**src/rtl/divu4_seq.sv**
```systemverilog
// divu4_seq: sequential 4-bit unsigned restoring divider, one quotient bit per cycle.
//
// Ports
//   clk    in   sole clock, rising edge
//   rst    in   synchronous active-high reset
//   start  in   begin a division (accepted only in IDLE or DONE)
//   A      in   4-bit dividend, captured on accepted start
//   B      in   4-bit divisor, captured on accepted start
//   busy   out  high while a division is running
//   done   out  one-cycle pulse, Q/R valid
//   Q      out  4-bit quotient (held until the next result)
//   R      out  4-bit remainder (held until the next result)
//   Dbz    out  divide-by-zero flag, only when DIVU4_DBZ_EN is defined
//
// Configuration macro: DIVU4_DBZ_EN
//   defined   - B=0 skips the iteration sequence, finishes one cycle after accept
//               with Q=4'hF, R=A and raises Dbz.
//   undefined - no Dbz port; B=0 runs the normal sequence and yields Q=4'hF, R=A.
module divu4_seq (
  input  logic       clk,
  input  logic       rst,
  input  logic       start,
  input  logic [3:0] A,
  input  logic [3:0] B,
  output logic       busy,
  output logic       done,
  output logic [3:0] Q,
  output logic [3:0] R
`ifdef DIVU4_DBZ_EN
  ,
  output logic       Dbz
`endif
);

  localparam int unsigned W  = 4;
  localparam int unsigned CW = 2;

  typedef enum logic [1:0] {
    IDLE = 2'd0,
    RUN  = 2'd1,
    DONE = 2'd2
  } state_t;

  state_t state;
  state_t state_next;

  logic          busy_next;
  logic          done_next;

  logic [W-1:0]  a_sh;      // dividend, shifted left as bits enter the remainder
  logic [W-1:0]  b_reg;     // captured divisor
  logic [W-1:0]  rem;       // partial remainder, always < B (or a prefix of A when B=0)
  logic [W-1:0]  quo;       // quotient bits collected so far
  logic [CW-1:0] cnt;       // iteration index

  logic [W:0]    rem_sh;
  logic          q_bit;
  logic [W-1:0]  rem_next;
  logic [W-1:0]  quo_next;
  logic          last_iter;
  logic          accept;
  logic          take_dbz;

  // Start is only honoured when no division is in flight.
  assign accept    = start && ((state == IDLE) || (state == DONE));
  assign last_iter = (cnt == CW'(W - 1));

`ifdef DIVU4_DBZ_EN
  assign take_dbz = (B == '0);
`else
  assign take_dbz = 1'b0;
`endif

  // One restoring step: shift in the next dividend bit, trial-subtract {0,B}.
  always_comb begin
    rem_sh   = {rem, a_sh[W-1]};
    q_bit    = (rem_sh >= {1'b0, b_reg});
    rem_next = q_bit ? W'(rem_sh - {1'b0, b_reg}) : rem_sh[W-1:0];
    quo_next = {quo[W-2:0], q_bit};
  end

  // State register.
  always_ff @(posedge clk) begin
    if (rst) begin
      state <= IDLE;
    end else begin
      state <= state_next;
    end
  end

  // Next-state logic.
  always_comb begin
    state_next = state;
    unique case (state)
      IDLE: begin
        if (start) state_next = take_dbz ? DONE : RUN;
      end
      RUN: begin
        if (last_iter) state_next = DONE;
      end
      DONE: begin
        if (start) state_next = take_dbz ? DONE : RUN;
        else       state_next = IDLE;
      end
      default: state_next = IDLE;
    endcase
  end

  // Output decode, registered below so busy/done line up with the state.
  always_comb begin
    busy_next = 1'b0;
    done_next = 1'b0;
    if (state_next == RUN)  busy_next = 1'b1;
    if (state_next == DONE) done_next = 1'b1;
  end

  // Status flags.
  always_ff @(posedge clk) begin
    if (rst) begin
      busy <= 1'b0;
      done <= 1'b0;
    end else begin
      busy <= busy_next;
      done <= done_next;
    end
  end

  // Datapath: operand capture, iteration, and result registers.
  // Q/R only change when a result is delivered, so partial values stay hidden.
  always_ff @(posedge clk) begin
    if (rst) begin
      a_sh  <= '0;
      b_reg <= '0;
      rem   <= '0;
      quo   <= '0;
      cnt   <= '0;
      Q     <= '0;
      R     <= '0;
    end else if (accept) begin
      a_sh  <= A;
      b_reg <= B;
      rem   <= '0;
      quo   <= '0;
      cnt   <= '0;
      if (take_dbz) begin
        Q <= '1;
        R <= A;
      end
    end else if (state == RUN) begin
      a_sh <= {a_sh[W-2:0], 1'b0};
      rem  <= rem_next;
      quo  <= quo_next;
      cnt  <= cnt + CW'(1);
      if (last_iter) begin
        Q <= quo_next;
        R <= rem_next;
      end
    end
  end

`ifdef DIVU4_DBZ_EN
  // Divide-by-zero flag: follows the divisor of each accepted start.
  always_ff @(posedge clk) begin
    if (rst) begin
      Dbz <= 1'b0;
    end else if (accept) begin
      Dbz <= take_dbz;
    end
  end
`endif

endmodule

```
**config.mk**
```make
export PLATFORM = sky130hd
export DESIGN_NAME = divu4_seq
export DESIGN_NICKNAME = d
export VERILOG_FILES = /design/src/rtl/divu4_seq.sv
export SDC_FILE = /design/constraint.sdc
export NUM_CORES = 1
export LEC_CHECK = 0
export ABC_AREA = 0
export BUFFER_PORTS_ARGS = -buffer_cell sky130_fd_sc_hd__buf_2
export CAP_MARGIN = 40
export CELL_PAD_IN_SITES_DETAIL_PLACEMENT = 1
export CELL_PAD_IN_SITES_GLOBAL_PLACEMENT = 1
export CORE_MARGIN = 4
export CORE_UTILIZATION = 29
export CTS_BUF_LIST = sky130_fd_sc_hd__clkbuf_16
export DETAILED_ROUTE_END_ITERATION = 7
export PLACE_DENSITY_LB_ADDON = 0.15
export REMOVE_ABC_BUFFERS = 1
export SLEW_MARGIN = 15
export SYNTH_ARGS = -nofsm -noshare
export SYNTH_HDL_FRONTEND = slang
export SYNTH_SLANG_ARGS = --single-unit
```
**constraint.sdc**
```tcl
create_clock -name clk -period 3.9 [get_ports clk]
set_input_delay 0.78 -clock clk [delete_from_list [all_inputs] [get_ports clk]]
set_output_delay 0.78 -clock clk [all_outputs]
set_load 0.03 [all_outputs]
```
==> flow_metrics.tcl <==
set metrics [dict create \
    status "complete, no violations" \
    yosys-top-cells-area "dfxtp_1 42%, nand2_1 8.0%, ha_1 4.6%, a21oi_1 4.4%, nor2_1 4.4%" \
    pre_cts_slack_ns 1.81 \
    synth_top_area_share 0.425 \
    tns_ns 0 \
    min_period_ns 1.98 \
    core_um2 4440 \
    die_width_um 76.6 \
    cts.htree.levels 2 \
    cp-start-kind "flip-flop" \
    worstPathMaxFanout 15 \
    slowest_delay_ns 0.51 \
    numCtsBuffers 5 \
    clk_pin_slew_ns 0.05 \
    period_share 0.509 \
    finalHoldViolations 0 \
    overflow 0 \
    io_pins 21 \
    grt_pass1_vias 1258 \
    max_cap_viol_count 0 \
    syn_to_final_growth_pct 19.1 \
    post-cts-setup-buffers 0 \
    via_count 1208 \
    synth_seq_cells 29 \
    hold_class "flip-flop to flip-flop" \
    synth_seq_area_share 0.425 \
    antennaDiodeCount 0 \
    power_density_nw_per_um2 479 \
    clk-insertion-delay-late_ns 0.27 \
    die_h_um 76.6 \
    final_nets 196 \
    tightest_slew_ns 0.637 \
    dp.cells 224 \
    synth_top_family_by_area "simple AND/OR/NAND/NOR gates" \
    max_freq_mhz 504 \
    path_delay_family "simple AND/OR/NAND/NOR gates" \
    start_util 0.307 \
    max-vdd-ir-drop_uv 167 \
    synth_edf_count 0 \
    crit_required_ns 4.10 \
    grt_max_degree 28 \
    end_kind "flip-flop" \
    synthTopCellsByCount "29 x dfxtp_1, 29 x nand2_1, 16 x nor2_1, 12 x a21oi_1, 6 x clkbuf_1" \
    dr.pass1.iters 6 \
    crit_buf_inv 0 \
    rows 24 \
    synth_ff_type "dfxtp_1" \
    clock-root-buffer "clkbuf_16" \
    drt_iter0_drc 56 \
    drive_gt1_frac 0.178 \
    critical_path.cell_chain "and2b_1 -> nand2_1 -> or3_1 -> o211ai_2" \
    synth_cell_types 39 \
    avgViaCountPerCell 5.21 \
    async_flop_share 0 \
    fin_ws_ns 1.92 \
    synthSimpleGateAreaFrac 0.255 \
    ys_warn_count 0 \
    netlist_instances 161 \
    fillCellCount 549 \
    antenna_left 0 \
    finalSetupViolations 0 \
    yosys.area_share.adder 0.0604 \
    slew_viol_final 0 \
    rsz0062_at_grt "false" \
    clock_skew_ns 0.00408 \
    leakage_nw 0.648 \
    die_area_um2 5870 \
    multi_input_area_um2 721 \
    ctsResizeCount 0 \
    avgSynthCellArea_um2 8.49 \
    clk_path_buf_depth 2 \
    arrival_ns 2.18 \
    relSlewSlack 0.574 \
    grt_use_total 0.128 \
    cts_tree "yes" \
    dpl.hpwl_mm 2.59 \
    clkSinkCount 29 \
    detail_route.wl_per_cell_um 15.1 \
    layoutNonFillerInstCount 232 \
    synth_mux_area_frac 0.00733 \
    drt_wl_total_mm 3.50 \
    yosysTopAreaCell "dfxtp_1" \
    gp_congestion 0.832 \
    synth_compound_area_frac 0.191 \
    synthesis.area_um2 1370 \
    drc 0 \
    seq_area_um2 581 \
    port_buffers 20 \
    grt_pass1_wl_mm 5.91 \
    hold_buffers 0 \
    path_class "flip-flop to flip-flop" \
    slowest_stage "and2b_1" \
    antenna_found_initial 0 \
    synth-xor-area-share 0.0128 \
]
## metrics by stage
step	util	power (mW)	cell area [um2]	hold slack (ns)
3_5_place_dp	0.335	0.431	1490	0.446
3_3_place_gp	0.335	0.427	1490	0.438
6_report	0.366	0.779	1630	0.449
4_1_cts	0.366	0.792	1630	0.453
5_1_grt	0.366	0.820	1630	0.470
2_1_floorplan	-	0.394	1320	0.426
## tightest hold or removal path: cells and delay by family (launching register included)
family	cells	cell delay (ns)
AND/OR/NAND/NOR	1	0.05
AO/OA/AOI/OAI	1	0.05
flip-flops	1	0.30
## worst paths after layout
| path | cells after the start | slack [ns] | endpoint | startpoint |
|---|---|---|---|---|
| hold reg to reg | 2 | 0.45 | Q[3] | Q[3] |
| setup reg to reg | 4 | 1.92 | R[0] | state[0] |
| hold / removal | 2 | 0.45 | Q[3] | Q[3] |
| setup / recovery | 4 | 1.92 | R[0] | state[0] |
## cell usage in the layout (no fill, tap or decap)
| master | synthesis | routed |
|---|---|---|
| nor4_2 | 1 | 1 |
| fa_1 | 1 | 1 |
| nor3b_1 | 1 | 1 |
| o21ai_1 | 1 | 1 |
| buf_2 | 1 | 20 |
| nor2b_1 | 3 | 3 |
| nand2b_1 | 3 | 3 |
| ha_1 | 5 | 5 |
| nand2_1 | 29 | 29 |
| o31a_1 | 1 | 1 |
| o21a_1 | 1 | 1 |
| dfxtp_1 | 29 | 29 |
| a211o_1 | 2 | 2 |
| xnor2_1 | 1 | 1 |
| and2b_1 | 1 | 1 |
| clkbuf_16 | 0 | 5 |
| inv_1 | 5 | 6 |
| nor3_1 | 3 | 3 |
| mux2i_1 | 1 | 1 |
| nand3b_1 | 3 | 3 |
| or2_1 | 1 | 1 |
| or2_4 | 1 | 1 |
| xor2_1 | 1 | 1 |
| and2_1 | 1 | 1 |
| nor2_1 | 16 | 16 |
| a21o_4 | 1 | 1 |
| a211oi_1 | 3 | 3 |
| clkinv_2 | 0 | 2 |
| o211ai_2 | 2 | 2 |
| nand3_1 | 5 | 5 |
| or3_1 | 3 | 3 |
| clkinv_1 | 1 | 1 |
| o2111ai_1 | 2 | 2 |
| a21oi_1 | 12 | 12 |
| o31ai_1 | 2 | 2 |
| nand4_1 | 2 | 2 |
| a311oi_1 | 4 | 4 |
| o21ai_0 | 2 | 2 |
| a2111o_1 | 2 | 2 |
## routing by layer
metal | vias up | GRT usage | share of wire
li1 | 601 | - | -
met2 | 24 | 0.222 | 0.49
met3 | 6 | 0.0390 | 0.041
met5 | - | 0 | 0
met4 | 0 | 0.0562 | 0.014
met1 | 577 | 0.144 | 0.45
## area by class of cell
class,instances,share of cell area
Clock buffer,5,0.0769
Clock inverter,3,0.00846
Inverter,6,0.0138
Multi-Input combinational cell,117,0.443
Sequential cell,29,0.357
Tap cell,52,0.0400
Timing Repair Buffer,20,0.0615
## report_power, final
group	switching [mW]	internal (mW)	leakage, nW	total, mW
Sequential	0.00818	0.309	0.236	0.317
Clock	0.125	0.231	0.0748	0.356
Combinational	0.0694	0.0370	0.337	0.106
Total	0.203	0.576	0.648	0.779
## kinds of logic after synthesis
kind of cell / Yosys count
compound gates: 35
xor+xnor: 2
fa+ha+maj: 6
buf+inv: 15
flops: 29
mux: 1
simple gates: 73
No activity file was read; power rests on OpenSTA's default activity.
